`src/rtl/uart_loader_pkg.sv`:
```
// Shared types and widths for the UART program loader.
// Latency: n/a (declarations only).
// Backpressure: n/a.
package uart_loader_pkg;

  // Data-path width shared with the core's memory port B.
  localparam int DATA_W = 32;

  // Width of the committed-word counter (covers MAX_WORDS up to 32767).
  localparam int WC_W = 15;

  typedef enum logic [1:0] {
    IDLE  = 2'd0,
    START = 2'd1,
    DATA  = 2'd2,
    STOP  = 2'd3
  } uart_rx_state_t;

endpackage

```
`src/rtl/uart_loader_if.sv`:
```
// Load bus from the UART loader to the core's memory port B.
// Latency: n/a (wires only).
// Backpressure: none; the core writes every cycle while uart_finish is low.
interface uart_loader_if;
  import uart_loader_pkg::*;

  logic [DATA_W-1:0] uart_data;
  logic [DATA_W-1:0] uart_addr;
  logic              uart_finish;
  logic [WC_W-1:0]   word_count;
  logic              frame_err;

  modport master (
    output uart_data, uart_addr, uart_finish, word_count, frame_err
  );

  modport slave (
    input uart_data, uart_addr, uart_finish, word_count, frame_err
  );

endinterface

```
`src/rtl/uart_rx.sv`:
```
// 8N1 UART receiver: 2-flop synchronizer, start/data/stop FSM, mid-bit sampling.
// Latency: byte_valid ~CLKS_PER_BIT/2 + 9*CLKS_PER_BIT + 2 cycles after the start edge.
// Backpressure: none; hold freezes the FSM and suppresses both output pulses.
module uart_rx
  import uart_loader_pkg::*;
#(
  parameter int CLKS_PER_BIT = 100
) (
  input  logic       clk,
  input  logic       rst,
  input  logic       rx,
  input  logic       hold,
  output logic [7:0] byte_out,
  output logic       byte_valid,
  output logic       frame_err_pulse
);

  localparam int CNT_W = $clog2(CLKS_PER_BIT);
  localparam logic [CNT_W-1:0] HALF_LAST = CNT_W'(CLKS_PER_BIT / 2 - 1);
  localparam logic [CNT_W-1:0] FULL_LAST = CNT_W'(CLKS_PER_BIT - 1);

  logic           rx_s1, rx_s2, rx_d;
  uart_rx_state_t state, state_nxt;
  logic [CNT_W-1:0] baud_cnt;
  logic [2:0]     bit_cnt;
  logic [7:0]     shift;
  logic           fall, tick_half, tick_full, restart;

  assign fall      = rx_d & ~rx_s2;
  assign tick_half = (baud_cnt == HALF_LAST);
  assign tick_full = (baud_cnt == FULL_LAST);
  // The baud counter restarts at every sample point so each phase times from zero.
  assign restart   = (state == IDLE) | ((state == START) ? tick_half : tick_full);
  assign byte_out  = shift;

  // Synchronize rx; the third stage only feeds falling-edge detection.
  always_ff @(posedge clk or negedge rst) begin
    if (!rst) begin
      rx_s1 <= 1'b1;
      rx_s2 <= 1'b1;
      rx_d  <= 1'b1;
    end else begin
      rx_s1 <= rx;
      rx_s2 <= rx_s1;
      rx_d  <= rx_s2;
    end
  end

  // State register, frozen once loading has finished.
  always_ff @(posedge clk or negedge rst) begin
    if (!rst) state <= IDLE;
    else if (!hold) state <= state_nxt;
  end

  // Next-state: half-bit check rejects start glitches, then 8 data bits and a stop bit.
  always_comb begin
    state_nxt = state;
    case (state)
      IDLE:    if (fall) state_nxt = START;
      START:   if (tick_half) state_nxt = rx_s2 ? IDLE : DATA;
      DATA:    if (tick_full && bit_cnt == 3'd7) state_nxt = STOP;
      STOP:    if (tick_full) state_nxt = IDLE;
      default: state_nxt = IDLE;
    endcase
  end

  // Outputs: one-cycle pulse at the stop-bit sample, good or bad framing.
  always_comb begin
    byte_valid      = 1'b0;
    frame_err_pulse = 1'b0;
    if (state == STOP && tick_full && !hold) begin
      byte_valid      = rx_s2;
      frame_err_pulse = ~rx_s2;
    end
  end

  // Baud counter, bit counter and LSB-first shift register.
  always_ff @(posedge clk or negedge rst) begin
    if (!rst) begin
      baud_cnt <= '0;
      bit_cnt  <= '0;
      shift    <= '0;
    end else if (!hold) begin
      baud_cnt <= restart ? '0 : baud_cnt + CNT_W'(1);
      if (state == IDLE) begin
        bit_cnt <= '0;
      end else if (state == DATA && tick_full) begin
        shift   <= {rx_s2, shift[7:1]};
        bit_cnt <= bit_cnt + 3'd1;
      end
    end
  end

endmodule

```
`src/rtl/uart_loader.sv`:
```
// Packs UART bytes little-endian into 32-bit words and hands them to memory port B.
// Latency: word commits 1 cycle after its 4th byte; uart_finish 1 cycle after a finish cause.
// Backpressure: none; after finish the receiver and packer freeze until reset.
module uart_loader
  import uart_loader_pkg::*;
#(
  parameter int                CLKS_PER_BIT = 100,
  parameter logic [DATA_W-1:0] BASE_ADDR    = 32'h0,
  parameter int                MAX_WORDS    = 16384,
  parameter int                IDLE_TIMEOUT = 1_000_000
) (
  input  logic          clk,
  input  logic          rst,
  input  logic          rx,
  input  logic          skip,
  uart_loader_if.master bus
);

  localparam int IDLE_W = $clog2(IDLE_TIMEOUT + 1);
  localparam logic [WC_W-1:0]   WC_MAX    = WC_W'(MAX_WORDS);
  localparam logic [IDLE_W-1:0] IDLE_LAST = IDLE_W'(IDLE_TIMEOUT);

  logic [7:0]        byte_out;
  logic              byte_valid, frame_err_pulse;
  logic [1:0]        byte_idx;
  logic [23:0]       pack;
  logic [DATA_W-1:0] data_q, addr_q;
  logic [WC_W-1:0]   wc_q;
  logic              finish_q, ferr_q;
  logic [IDLE_W-1:0] idle_cnt;
  logic              accept, commit, finish_cond, loading;

  uart_rx #(.CLKS_PER_BIT(CLKS_PER_BIT)) u_rx (
    .clk            (clk),
    .rst            (rst),
    .rx             (rx),
    .hold           (finish_q),
    .byte_out       (byte_out),
    .byte_valid     (byte_valid),
    .frame_err_pulse(frame_err_pulse)
  );

  assign accept      = byte_valid & ~finish_q & (wc_q != WC_MAX);
  assign commit      = accept & (byte_idx == 2'd3);
  // The idle timer only runs once a transfer has actually begun.
  assign loading     = (wc_q != '0) | (byte_idx != 2'd0);
  assign finish_cond = skip | (wc_q == WC_MAX) | (idle_cnt == IDLE_LAST);

  // Packer: first three bytes park in pack, the fourth commits the whole word.
  always_ff @(posedge clk or negedge rst) begin
    if (!rst) begin
      byte_idx <= '0;
      pack     <= '0;
      data_q   <= '0;
      addr_q   <= BASE_ADDR;
      wc_q     <= '0;
    end else if (accept) begin
      if (commit) begin
        data_q   <= {byte_out, pack};
        addr_q   <= BASE_ADDR + DATA_W'({wc_q, 2'b00});
        wc_q     <= wc_q + WC_W'(1);
        byte_idx <= '0;
      end else begin
        case (byte_idx)
          2'd0:    pack[7:0]   <= byte_out;
          2'd1:    pack[15:8]  <= byte_out;
          default: pack[23:16] <= byte_out;
        endcase
        byte_idx <= byte_idx + 2'd1;
      end
    end
  end

  // Idle timer: cleared by each good byte, saturates at the timeout.
  always_ff @(posedge clk or negedge rst) begin
    if (!rst) begin
      idle_cnt <= '0;
    end else if (!finish_q) begin
      if (byte_valid) idle_cnt <= '0;
      else if (loading && idle_cnt != IDLE_LAST) idle_cnt <= idle_cnt + IDLE_W'(1);
    end
  end

  // Sticky status flags: finish from any cause, framing error from any bad stop bit.
  always_ff @(posedge clk or negedge rst) begin
    if (!rst) begin
      finish_q <= 1'b0;
      ferr_q   <= 1'b0;
    end else begin
      if (finish_cond) finish_q <= 1'b1;
      if (frame_err_pulse) ferr_q <= 1'b1;
    end
  end

  assign bus.uart_data   = data_q;
  assign bus.uart_addr   = addr_q;
  assign bus.uart_finish = finish_q;
  assign bus.word_count  = wc_q;
  assign bus.frame_err   = ferr_q;

endmodule

```
`src/flat_wrapper.sv`:
```
// flat-port wrapper written by rule: the top's interface ports become plain ports
module uart_loader_flat import uart_loader_pkg::*;
#(
  parameter int                CLKS_PER_BIT = 100,
  parameter logic [DATA_W-1:0] BASE_ADDR    = 32'h0,
  parameter int                MAX_WORDS    = 16384,
  parameter int                IDLE_TIMEOUT = 1_000_000
)
  (clk, rst, rx, skip, bus_uart_data, bus_uart_addr, bus_uart_finish, bus_word_count, bus_frame_err);
  uart_loader_if bus_i ();
  input  logic clk;
  input  logic rst;
  input  logic rx;
  input  logic skip;
  output wire logic [$bits(bus_i.uart_data)-1:0] bus_uart_data;
  output wire logic [$bits(bus_i.uart_addr)-1:0] bus_uart_addr;
  output wire logic [$bits(bus_i.uart_finish)-1:0] bus_uart_finish;
  output wire logic [$bits(bus_i.word_count)-1:0] bus_word_count;
  output wire logic [$bits(bus_i.frame_err)-1:0] bus_frame_err;
  assign bus_uart_data = bus_i.uart_data;
  assign bus_uart_addr = bus_i.uart_addr;
  assign bus_uart_finish = bus_i.uart_finish;
  assign bus_word_count = bus_i.word_count;
  assign bus_frame_err = bus_i.frame_err;
  uart_loader #(.CLKS_PER_BIT(CLKS_PER_BIT), .BASE_ADDR(BASE_ADDR), .MAX_WORDS(MAX_WORDS), .IDLE_TIMEOUT(IDLE_TIMEOUT)) u_core (.clk(clk), .rst(rst), .rx(rx), .skip(skip), .bus(bus_i));
endmodule
```
`config.mk`:
```
export PLATFORM = sky130hd
export DESIGN_NAME = uart_loader_flat
export DESIGN_NICKNAME = d
export VERILOG_FILES = /design/src/rtl/uart_loader_pkg.sv /design/src/rtl/uart_loader_if.sv /design/src/rtl/uart_rx.sv /design/src/rtl/uart_loader.sv /design/src/flat_wrapper.sv
export SDC_FILE = /design/constraint.sdc
export NUM_CORES = 1
export LEC_CHECK = 0
export BUFFER_PORTS_ARGS = -buffer_cell sky130_fd_sc_hd__buf_2
export CAP_MARGIN = 10
export CORE_MARGIN = 2
export CORE_UTILIZATION = 50
export DETAILED_ROUTE_END_ITERATION = 6
export GPL_ROUTABILITY_DRIVEN = 0
export GPL_TIMING_DRIVEN = 0
export PLACE_DENSITY = 0.75
export SYNTH_ARGS = -nofsm -noshare
export SYNTH_HDL_FRONTEND = slang
export SYNTH_SLANG_ARGS = --single-unit
```
`constraint.sdc`:
```
create_clock -name clk -period 2.7 [get_ports clk]
set_clock_uncertainty 0.05 [all_clocks]
set_input_delay 0.27 -clock clk [delete_from_list [all_inputs] [get_ports clk]]
set_output_delay 0.27 -clock clk [all_outputs]
set_load 0.005 [all_outputs]
```
==> results of run 1 <==
## path summary, 6_finish.rpt
kind                                              to                startpoint  depth (start not counted)
setup / recovery                      u_core.pack[9]  u_core.bus.word_count[0]                          8
hold / removal                u_core.bus.uart_finish                      skip                          3
setup reg to reg                      u_core.pack[9]  u_core.bus.word_count[0]                          8
hold reg to reg                    u_core.u_rx.rx_s2         u_core.u_rx.rx_s1                          0
max in group asynchronous           u_core.u_rx.rx_d                       rst                          3
min in group asynchronous  u_core.bus.word_count[13]                       rst                          2
## final cells by class
type	count	area [um^2]
Fill cell	931	4640
Sequential cell	133	3330
Multi-Input combinational cell	311	2460
Clock buffer	20	457
Timing Repair Buffer	70	389
Buffer	32	231
Tap cell	147	184
Clock inverter	12	119
Inverter	14	52.6
## state kept, by name, summed over array words and instances, names as in the netlist, named ones only
register / flops
u_core.bus.frame_err: 1
u_core.u_rx.rx_s2: 1
u_core.bus.word_count: 15
u_core.pack: 24
u_core.u_rx.byte_out: 8
u_core.idle_cnt: 20
u_core.byte_idx: 2
u_core.u_rx.rx_d: 1
u_core.bus.uart_addr: 15
u_core.bus.uart_data: 32
u_core.bus.uart_finish: 1
u_core.u_rx.state: 1
u_core.u_rx.baud_cnt: 7
u_core.u_rx.bit_cnt: 3
u_core.u_rx.rx_s1: 1
## cell families (layout without fill, tap and decap cells)
family	after synthesis	after routing
compound gates	35	35
xor+xnor	30	30
fa+ha+maj	13	13
buf+inv	46	148
flops	133	133
mux	80	80
other cells	1	17
simple gates	136	136
## power groups by stage
stage | clock network, mW | registers (mW) | logic, mW
floorplan | 0 | 2.04 | 0.0240
global placement | 0 | 2.04 | 0.0647
detailed placement | 0 | 2.04 | 0.0716
CTS | 2.25 | 2.00 | 0.0739
global route | 2.35 | 2.00 | 0.0838
finish | 2.21 | 2.00 | 0.0720
## cell usage after synthesis, types with 2 or more instances
cell type and instances:
dfrtp_1 130, mux2_1 70, nand3_1 25, nor2_1 25
buf_4 20, nand2_1 18, xnor2_1 15, xor2_1 15
inv_1 14, ha_1 13, nand4_1 12, a21oi_1 10
mux2_2 9, and3_1 7, o21ai_1 7, and4_1 6
buf_2 5, nor3_1 5, buf_6 4, or3_1 4
or4_1 4, a22oi_1 3, and2_1 3, dfstp_2 3
nand2_4 3, nor3_2 3, nor3b_1 3, nor4b_1 3
o21ai_0 3, o2bb2ai_1 3, o31ai_1 3, and3b_1 2
clkbuf_1 2, nor2b_1 2, nor4_4 2
## worst register-to-register path, cell delays in order (launching register included)
cell	delay (ns)
dfrtp_1	0.43
inv_1	0.12
ha_1	0.16
nor4b_2	0.38
and4_1	0.28
nor2_2	0.05
buf_4	0.18
nand2_4	0.15
mux2_1	0.35
## routing by layer
layer / GRT usage (%) / vias up / wire, um
li1: - / 1867 / -
met1: 26.2 / 1979 / 5240
met2: 31.1 / 109 / 5720
met3: 6.16 / 14 / 564
met4: 6.50 / 0 / 106
met5: 0 / - / 0
==> results.yml, run 1 <==
status:
  status: "completed"
clock_network:
  cts_root_buf: "clkbuf_16"
  cts_setup_buffers: 0
  cts_tree: "built"
  postCtsResizedCells: 0
  htree_num_levels: 4
  clock_path_buffers: 2
  clk_pin_slew_ns: 0.06
  hold_buffers: 2
  numCtsBuffers: 17
  cts.sinks: 133
  insertion_delay_ns: 0.42
sta:
  final_max_slew_viol_count: 0
  fin_setup_tns_ns: 0
  fin_ws_ns: 0.423
  hold_viol: 0
  setup_viol: 0
  timing.fmax_ghz: 0.439
  whs_ns: 0.0305
  period_needed_ns: 2.28
  rsz0062_at_grt: "no"
  tightest_slew_ns: 0.621
  period_share_pct: 84.3
  relSlewSlack_pct: 58.3
critical_path:
  crit_required_ns: 2.95
  cp_slowest_cell: "dfrtp_1"
  path_class: "reg2reg"
  setup.worst_path.start_class: "register"
  max_stage_delay_ns: 0.43
  cp-end-kind: "register"
  crit_chain: "inv_1, ha_1, nor4b_2, and4_1, nor2_2, buf_4, nand2_4, mux2_1"
  crit_buf_inv: 2
  cp.arrival_ns: 2.52
  cp_top_family: "simple AND/OR/NAND/NOR gates"
  cp_max_fo: 10
  rrSetupSlack_ns: 0.42
yosys:
  synth_top_cell_area_share_pct: 54.1
  synth_area_leaders: "dfrtp_1 (54%), mux2_1 (13%), ha_1 (2.7%)"
  synth_cell_types: 53
  synth_simple_gate_area_share_pct: 14.0
  syn_inst: 474
  synth_area_um2: 6020
  muxShareOfSynthArea_pct: 15.0
  ys_ff_latch: 133
  async_flop_share_pct: 100
  avgSynthCellArea_um2: 12.7
  synthAdderAreaFrac_pct: 2.70
  yosysTopAreaCell: "dfrtp_1"
  synthFlopType: "dfrtp_1"
  ys_warn_count: 0
  synth_top_family_by_area: "multiplexers"
  synth_compound_area_share_pct: 3.85
  synth_edf_count: 0
  synthXorXnorAreaFrac_pct: 4.37
  ys_seq_area_share_pct: 55.4
routing:
  finalWirelength_mm: 11.6
  viasPerCell: 5.37
  detail-route-antenna-nets: 0
  drc_errors: 0
  dr.first_iter.drc_count: 203
  avgRoutedWirePerCell_um: 15.7
  first_pass_iters: 4
  num_vias: 3969
global_routing:
  grt_pass1_wl_mm: 19.8
  grt_remaining_overflow: 0
  grt_usage_pct: 19.7
  grt_max_degree: 83
  grt_pass1_vias: 3931
  grt_antenna_before_repair: 0
worst_hold_path:
  hp-class: "in2reg"
finish:
  area_growth_syn_to_layout_pct: 20.1
  final_cell_area_um2: 7220
  layout_commonest_cell: "dfrtp_1"
  nNetsFinal: 596
  finalCoreUtilization_pct: 60.9
  diodes: 0
  drive_gt1_share_pct: 26.7
  final_cells: 739
  most-common-layout-cells: "dfrtp_1 (130), buf_2 (71), mux2_1 (70)"
placed_design:
  post-place-ws_ns: 0.428
  dpl.hpwl_mm: 8.12
  dp.cells: 705
  place_area_um2: 6630
  io_buffers: 67
floorplan:
  die_x_um: 114
  die_h_um: 114
  io-pin-count: 85
  design.die.area_um2: 12900
  start_util_pct: 50.7
  rows: 40
  coreArea_um2: 11900
power_and_ir_drop:
  leakage_nw: 3.82
  power_mw: 4.29
  power_switching_mw: 0.935
  p_seq_share_pct: 46.7
  p_per_area_nw_per_um2: 593
  peakVddDrop_mv: 0.513
  p_comb_share_pct: 1.7
  p_int_mw: 3.35
  switching_share_pct: 21.8
  clock_power_share_pct: 51.7
flow_run:
  drv_cap: 0
Note: power is estimated with default switching activity, not from simulation.
==> run 2, diff against run 1 <==
==> constraint.sdc (replaced) <==
create_clock -name clk -period 2.1 [get_ports clk]
set_clock_uncertainty 0.05 [all_clocks]
set_input_delay 0.21 -clock clk [delete_from_list [all_inputs] [get_ports clk]]
set_output_delay 0.21 -clock clk [all_outputs]
set_load 0.005 [all_outputs]
==> results.yml, run 2 (synthesis results as in run 1) <==
finish:
  seq_area_um2: 3330
  n_fill_cell: 897
  drive_gt1_share_pct: 30.6
  finalCoreUtilization_pct: 62.9
  nNetsFinal: 608
  area_growth_syn_to_layout_pct: 24.1
  final_cell_area_um2: 7460
  multi_input_area_um2: 2550
  diodes: 0
  most-common-layout-cells: "dfrtp_1 (130), buf_2 (69), mux2_1 (65)"
  largest_reg_flops: 32
  layout_commonest_cell: "dfrtp_1"
global_routing:
  grt_antenna_before_repair: 0
  grt_max_degree: 83
  grt_remaining_overflow: 0
  grt_usage_pct: 19.8
  grt_pass1_vias: 3951
  grt_pass1_wl_mm: 19.9
clock_network:
  cts_root_buf: "clkbuf_16"
  clock_path_buffers: 2
  insertion_delay_ns: 0.42
  cts.sinks: 133
  htree_num_levels: 4
  clk_pin_slew_ns: 0.06
  numCtsBuffers: 17
  cts_tree: "built"
critical_path:
  cp-end-kind: "register"
  setup.worst_path.start_class: "register"
  crit_chain: "ha_2, and3b_2, and4_1, buf_4, nand2_8, buf_8, mux2_1"
  path_class: "reg2reg"
  max_stage_delay_ns: 0.43
  reg2reg_to: "u_core.bus.uart_data[12]"
  cp.arrival_ns: 2.30
  crit_buf_inv: 2
  rrSetupSlack_ns: 0.05
  r2r_start: "u_core.u_rx.baud_cnt[0]"
  cp_max_fo: 10
  cp_slowest_cell: "dfrtp_1"
  cp_top_family: "simple AND/OR/NAND/NOR gates"
  reg2regPathDepth: 7
  crit_required_ns: 2.35
sta:
  period_share_pct: 97.5
  setup_viol: 0
  final_max_slew_viol_count: 0
  period_needed_ns: 2.05
  tightest_slew_ns: 0.536
  fin_ws_ns: 0.0515
  timing.fmax_ghz: 0.488
  rsz0062_at_grt: "yes"
  hold_viol: 0
  whs_ns: 0.273
  relSlewSlack_pct: 64.1
routing:
  drc_errors: 0
  finalWirelength_mm: 12.0
  num_vias: 4052
  avgRoutedWirePerCell_um: 16.0
  dr.first_iter.drc_count: 207
  detail-route-antenna-nets: 0
  first_pass_iters: 4
  viasPerCell: 5.40
placed_design:
  dpl.hpwl_mm: 8.12
  io_buffers: 67
  post-place-ws_ns: -0.172
  place_area_um2: 6630
floorplan:
  design.die.area_um2: 12900
  die_h_um: 114
  coreArea_um2: 11900
  die_x_um: 114
  io-pin-count: 85
  rows: 40
  start_util_pct: 50.7
power_and_ir_drop:
  leakage_nw: 3.91
  peakVddDrop_mv: 0.658
  p_per_area_nw_per_um2: 738
flow_run:
  drv_cap: 0
worst_hold_path:
  hp-class: "in2async"
status:
  status: "completed"
-- run 2: cell types whose count changed in the layout (fill, tap and decap cells not counted), moves of 2 or more --
| cell | delta |
|---|---|
| buf_2 | -2 |
| buf_4 | +8 |
| buf_8 | +5 |
| clkbuf_1 | -2 |
| inv_1 | -2 |
| inv_2 | +2 |
| mux2_1 | -5 |
| mux2_4 | +5 |
| nand2_1 | -3 |
| nand2_2 | +3 |
| nand2_4 | -2 |
| nand2_8 | +2 |
-- run 2: per-layer routing --
| layer | GRT usage (%) | vias to the layer above | part of all wire, % |
|---|---|---|---|
| met1 | 26.3 | 2040 | 45 |
| met5 | 0 | - | 0 |
| met3 | 6.11 | 19 | 4.4 |
| met4 | 6.50 | 0 | 1.3 |
| met2 | 31.3 | 101 | 50 |
| li1 | - | 1892 | - |
-- run 2: layout make-up --
| class | count | area share, % |
|---|---|---|
| Clock buffer | 20 | 6.12 |
| Sequential cell | 133 | 44.6 |
| Multi-Input combinational cell | 311 | 34.2 |
| Tap cell | 147 | 2.46 |
| Buffer | 32 | 3.75 |
| Inverter | 14 | 0.704 |
| Clock inverter | 12 | 1.59 |
| Timing Repair Buffer | 82 | 6.55 |
-- run 2: worst max path at each step --
stage,start,to,slack [ns],depth (start not counted)
3_3_place_gp,rst,u_core.pack[23],-0.92,1
6_report,u_core.u_rx.baud_cnt[0],u_core.bus.uart_data[12],0.05,7
4_1_cts,u_core.u_rx.baud_cnt[0],u_core.bus.uart_addr[4],-0.005,7
2_1_floorplan,u_core.bus.word_count[0],u_core.pack[10],0.1,8
5_1_grt,u_core.bus.word_count[0],u_core.bus.uart_addr[4],-0.06,8
3_5_place_dp,u_core.bus.word_count[0],u_core.bus.uart_data[23],-0.17,7
-- run 2: power by group --
part           leakage [nW]  internal [mW]  switching, mW  total, mW
clock network         0.274           1.71           1.13       2.84
logic                  1.80         0.0326         0.0609     0.0935
registers              1.84           2.57        0.00201       2.57
total                  3.91           4.31           1.20       5.51
-- run 2: repair_timing --
action,CTS,global route
cloned,0,1
gates resized for setup,5,38
pin swaps,3,5
endpoints found under the setup margin,90,103
setup buffers,5,5
endpoints found under the hold margin,53,0
hold buffers,3,0
-- run 2: stage by stage --
| step | total power, mW | TNS (ns) | instances |
|---|---|---|---|
| after floorplan | 2.65 | 0 | 490 |
| after global placement | 2.70 | -130.08 | 704 |
| after detailed placement | 2.71 | -10.80 | 705 |
| after CTS | 5.56 | -0.00842 | 745 |
| after global routing | 5.71 | -1.90 | 751 |
| final | 5.51 | 0 | 751 |
==> run 3, diff against run 2 <==
--- a/config.mk
+++ b/config.mk
@@ -5,6 +5,7 @@
 export SDC_FILE = /design/constraint.sdc
 export NUM_CORES = 1
 export LEC_CHECK = 0
+export ABC_AREA = 1
 export BUFFER_PORTS_ARGS = -buffer_cell sky130_fd_sc_hd__buf_2
 export CAP_MARGIN = 10
 export CORE_MARGIN = 2
==> results.yml, run 3 <==
status:
  status: "completed"
yosys:
  synth_area_um2: 6450
  synthFlopType: "dfrtp_1"
  ys_warn_count: 0
  synth_area_leaders: "dfrtp_1 (50%), nand2_1 (20%), o21ai_0 (4.6%)"
  synth_most_common_cell: "nand2_1"
  ys_seq_area_share_pct: 51.6
  syn_inst: 805
  avgSynthCellArea_um2: 8.02
  synth_top_cell_area_share_pct: 50.4
  ys_ff_latch: 133
  synth_edf_count: 0
  synth_top_cells_by_count: "nand2_1 (338), dfrtp_1 (130), nor2_1 (65), o21ai_0 (59), inv_1 (48)"
  synth_cell_types: 28
  async_flop_share_pct: 100
  yosysTopAreaCell: "dfrtp_1"
sta:
  period_needed_ns: 1.96
  period_share_pct: 93.3
  fin_ws_ns: 0.141
  tightest_slew_ns: 0.613
  relSlewSlack_pct: 58.9
  final_max_slew_viol_count: 0
  hold_viol: 0
  setup_viol: 0
  timing.fmax_ghz: 0.510
  fin_setup_tns_ns: 0
  rsz0062_at_grt: "no"
finish:
  drive_gt1_share_pct: 16.9
  most-common-layout-cells: "nand2_1 (337), dfrtp_1 (129), buf_2 (69)"
  layout_commonest_cell: "nand2_1"
  largest_reg_flops: 32
  seq_area_um2: 3330
  n_fill_cell: 1128
  area_growth_syn_to_layout_pct: 20.9
  multi_input_area_um2: 2730
  final_cell_area_um2: 7800
  diodes: 0
  nNetsFinal: 928
  finalCoreUtilization_pct: 61.8
clock_network:
  numCtsBuffers: 17
  clock_path_buffers: 2
  cts_tree: "built"
  insertion_delay_ns: 0.42
  clk_pin_slew_ns: 0.06
  htree_num_levels: 4
  cts_root_buf: "clkbuf_16"
  cts.sinks: 133
global_routing:
  grt_usage_pct: 20.2
  grt_antenna_before_repair: 0
  grt_max_degree: 102
  grt_pass1_wl_mm: 22.6
  grt_pass1_vias: 4838
  grt_remaining_overflow: 0
routing:
  avgRoutedWirePerCell_um: 12.2
  dr.first_iter.drc_count: 338
  first_pass_iters: 5
  drt-met1-wl_mm: 6.29
  drc_errors: 0
  viasPerCell: 4.78
  wl_met2_mm: 6.30
  maxUsedRoutingLayer: "met4"
  finalWirelength_mm: 13.3
  num_vias: 5242
  met3RoutedLength_um: 549
  detail-route-antenna-nets: 0
floorplan:
  die_h_um: 118
  coreArea_um2: 12600
  design.die.area_um2: 13800
  die_x_um: 118
  rows: 41
  io-pin-count: 85
  start_util_pct: 51.1
critical_path:
  r2r_start: "u_core.bus.word_count[0]"
  cp.arrival_ns: 2.21
  cpMostUsedCell: "nand3_1"
  cp_slowest_cell: "dfrtp_2"
  max_stage_delay_ns: 0.46
  crit_required_ns: 2.35
  cp_top_family: "simple AND/OR/NAND/NOR gates"
  path_class: "reg2reg"
  startpoint: "u_core.bus.word_count[0]"
  worst-path-stages: 11
  setup.worst_path.start_class: "register"
  reg2regPathDepth: 11
  cp_max_fo: 19
  cp-end-kind: "register"
  crit_chain: "inv_1, ha_1, nand3_1, nor2_2, nand3_2, nand2_2, buf_8, inv_2, buf_4, nand3_1, nand2_1"
  crit_buf_inv: 4
power_and_ir_drop:
  peakVddDrop_mv: 0.532
  p_per_area_nw_per_um2: 749
  leakage_nw: 4.25
  power_mw: 5.84
placed_design:
  io_buffers: 67
  place_area_um2: 7100
  post-place-ws_ns: -0.136
  dpl.hpwl_mm: 9.25
flow_run:
  drv_cap: 0
worst_hold_path:
  hp-class: "in2async"
[run 3: changes by cell type in the layout (fill, tap and decap cells not counted), sizes merged, moves of 9 or more]
cell / delta
nand2: +317
clkbuf: +11
o21ai: +49
inv: +33
xor2: +9
mux2: -79
nor2: +45
buf: -10
xnor2: -14
nand3: +20
[run 3: area by class of cell]
| class | count | share of cell area (%) |
|---|---|---|
| plain buffers | 40 | 3.67 |
| inverters | 52 | 2.50 |
| repair buffers | 72 | 5.21 |
| well taps | 172 | 2.76 |
| multi-input cells | 595 | 35.0 |
| flip-flops and latches | 133 | 42.7 |
| clock inverters | 9 | 2.25 |
| clock buffers | 23 | 5.87 |
[run 3: worst register-to-register path, delay by kind of cell (launching register included)]
family | cells | cell delay, ns
and+or+nand+nor | 6 | 0.65
buffers and inverters | 4 | 0.52
DFF | 1 | 0.46
adders and majority gates | 1 | 0.15
[run 3: path summary, 6_finish.rpt]
check	end	slack (ns)
min in group clk	u_core.u_rx.rx_s2	0.30
max in group asynchronous	u_core.bus.word_count[0]	1.03
hold reg to reg	u_core.u_rx.rx_s2	0.30
setup / recovery	u_core.pack[20]	0.14
hold / removal	u_core.idle_cnt[5]	0.20
setup reg to reg	u_core.pack[20]	0.14
[run 3: kinds of logic after synthesis]
kind of cell	synth area share [%]
and+or+nand+nor	29.9
adders and majority gates	2.52
DFF	51.6
xor gates and xnor gates	3.39
other	0.0581
buffers and inverters	7.25
AOI/OAI and AO/OA	5.27
[run 3: routing by layer]
| layer | vias to the layer above | GRT usage [%] |
|---|---|---|
| li1 | 2713 | - |
| met1 | 2404 | 27.0 |
| met2 | 107 | 32.0 |
| met3 | 18 | 4.36 |
| met4 | 0 | 8.66 |
| met5 | - | 0 |
[run 3: report_power, final]
part           switching, mW  total [mW]  internal, mW
Combinational         0.0626      0.0952        0.0326
Clock                   1.04        3.17          2.13
Sequential           0.00157        2.57          2.57
Total                   1.11        5.84          4.73
[run 3: what timing repair did]
action / 4_1_cts / 5_1_grt
gates resized for setup: 5 / 17
endpoints found under the setup margin: 40 / 93
buffers inserted: 0 / 1
hold buffers: 3 / 0
pin swaps: 0 / 1
hold endpoints to repair: 34 / 0
[run 3: stage by stage]
step / std cells / hold slack, ns
4_1_cts: 1095 / 0.185
3_5_place_dp: 1061 / 0.0666
5_1_grt: 1096 / 0.221
2_1_floorplan: 821 / -0.136
6_report: 1096 / 0.195
3_3_place_gp: 1060 / 0.267
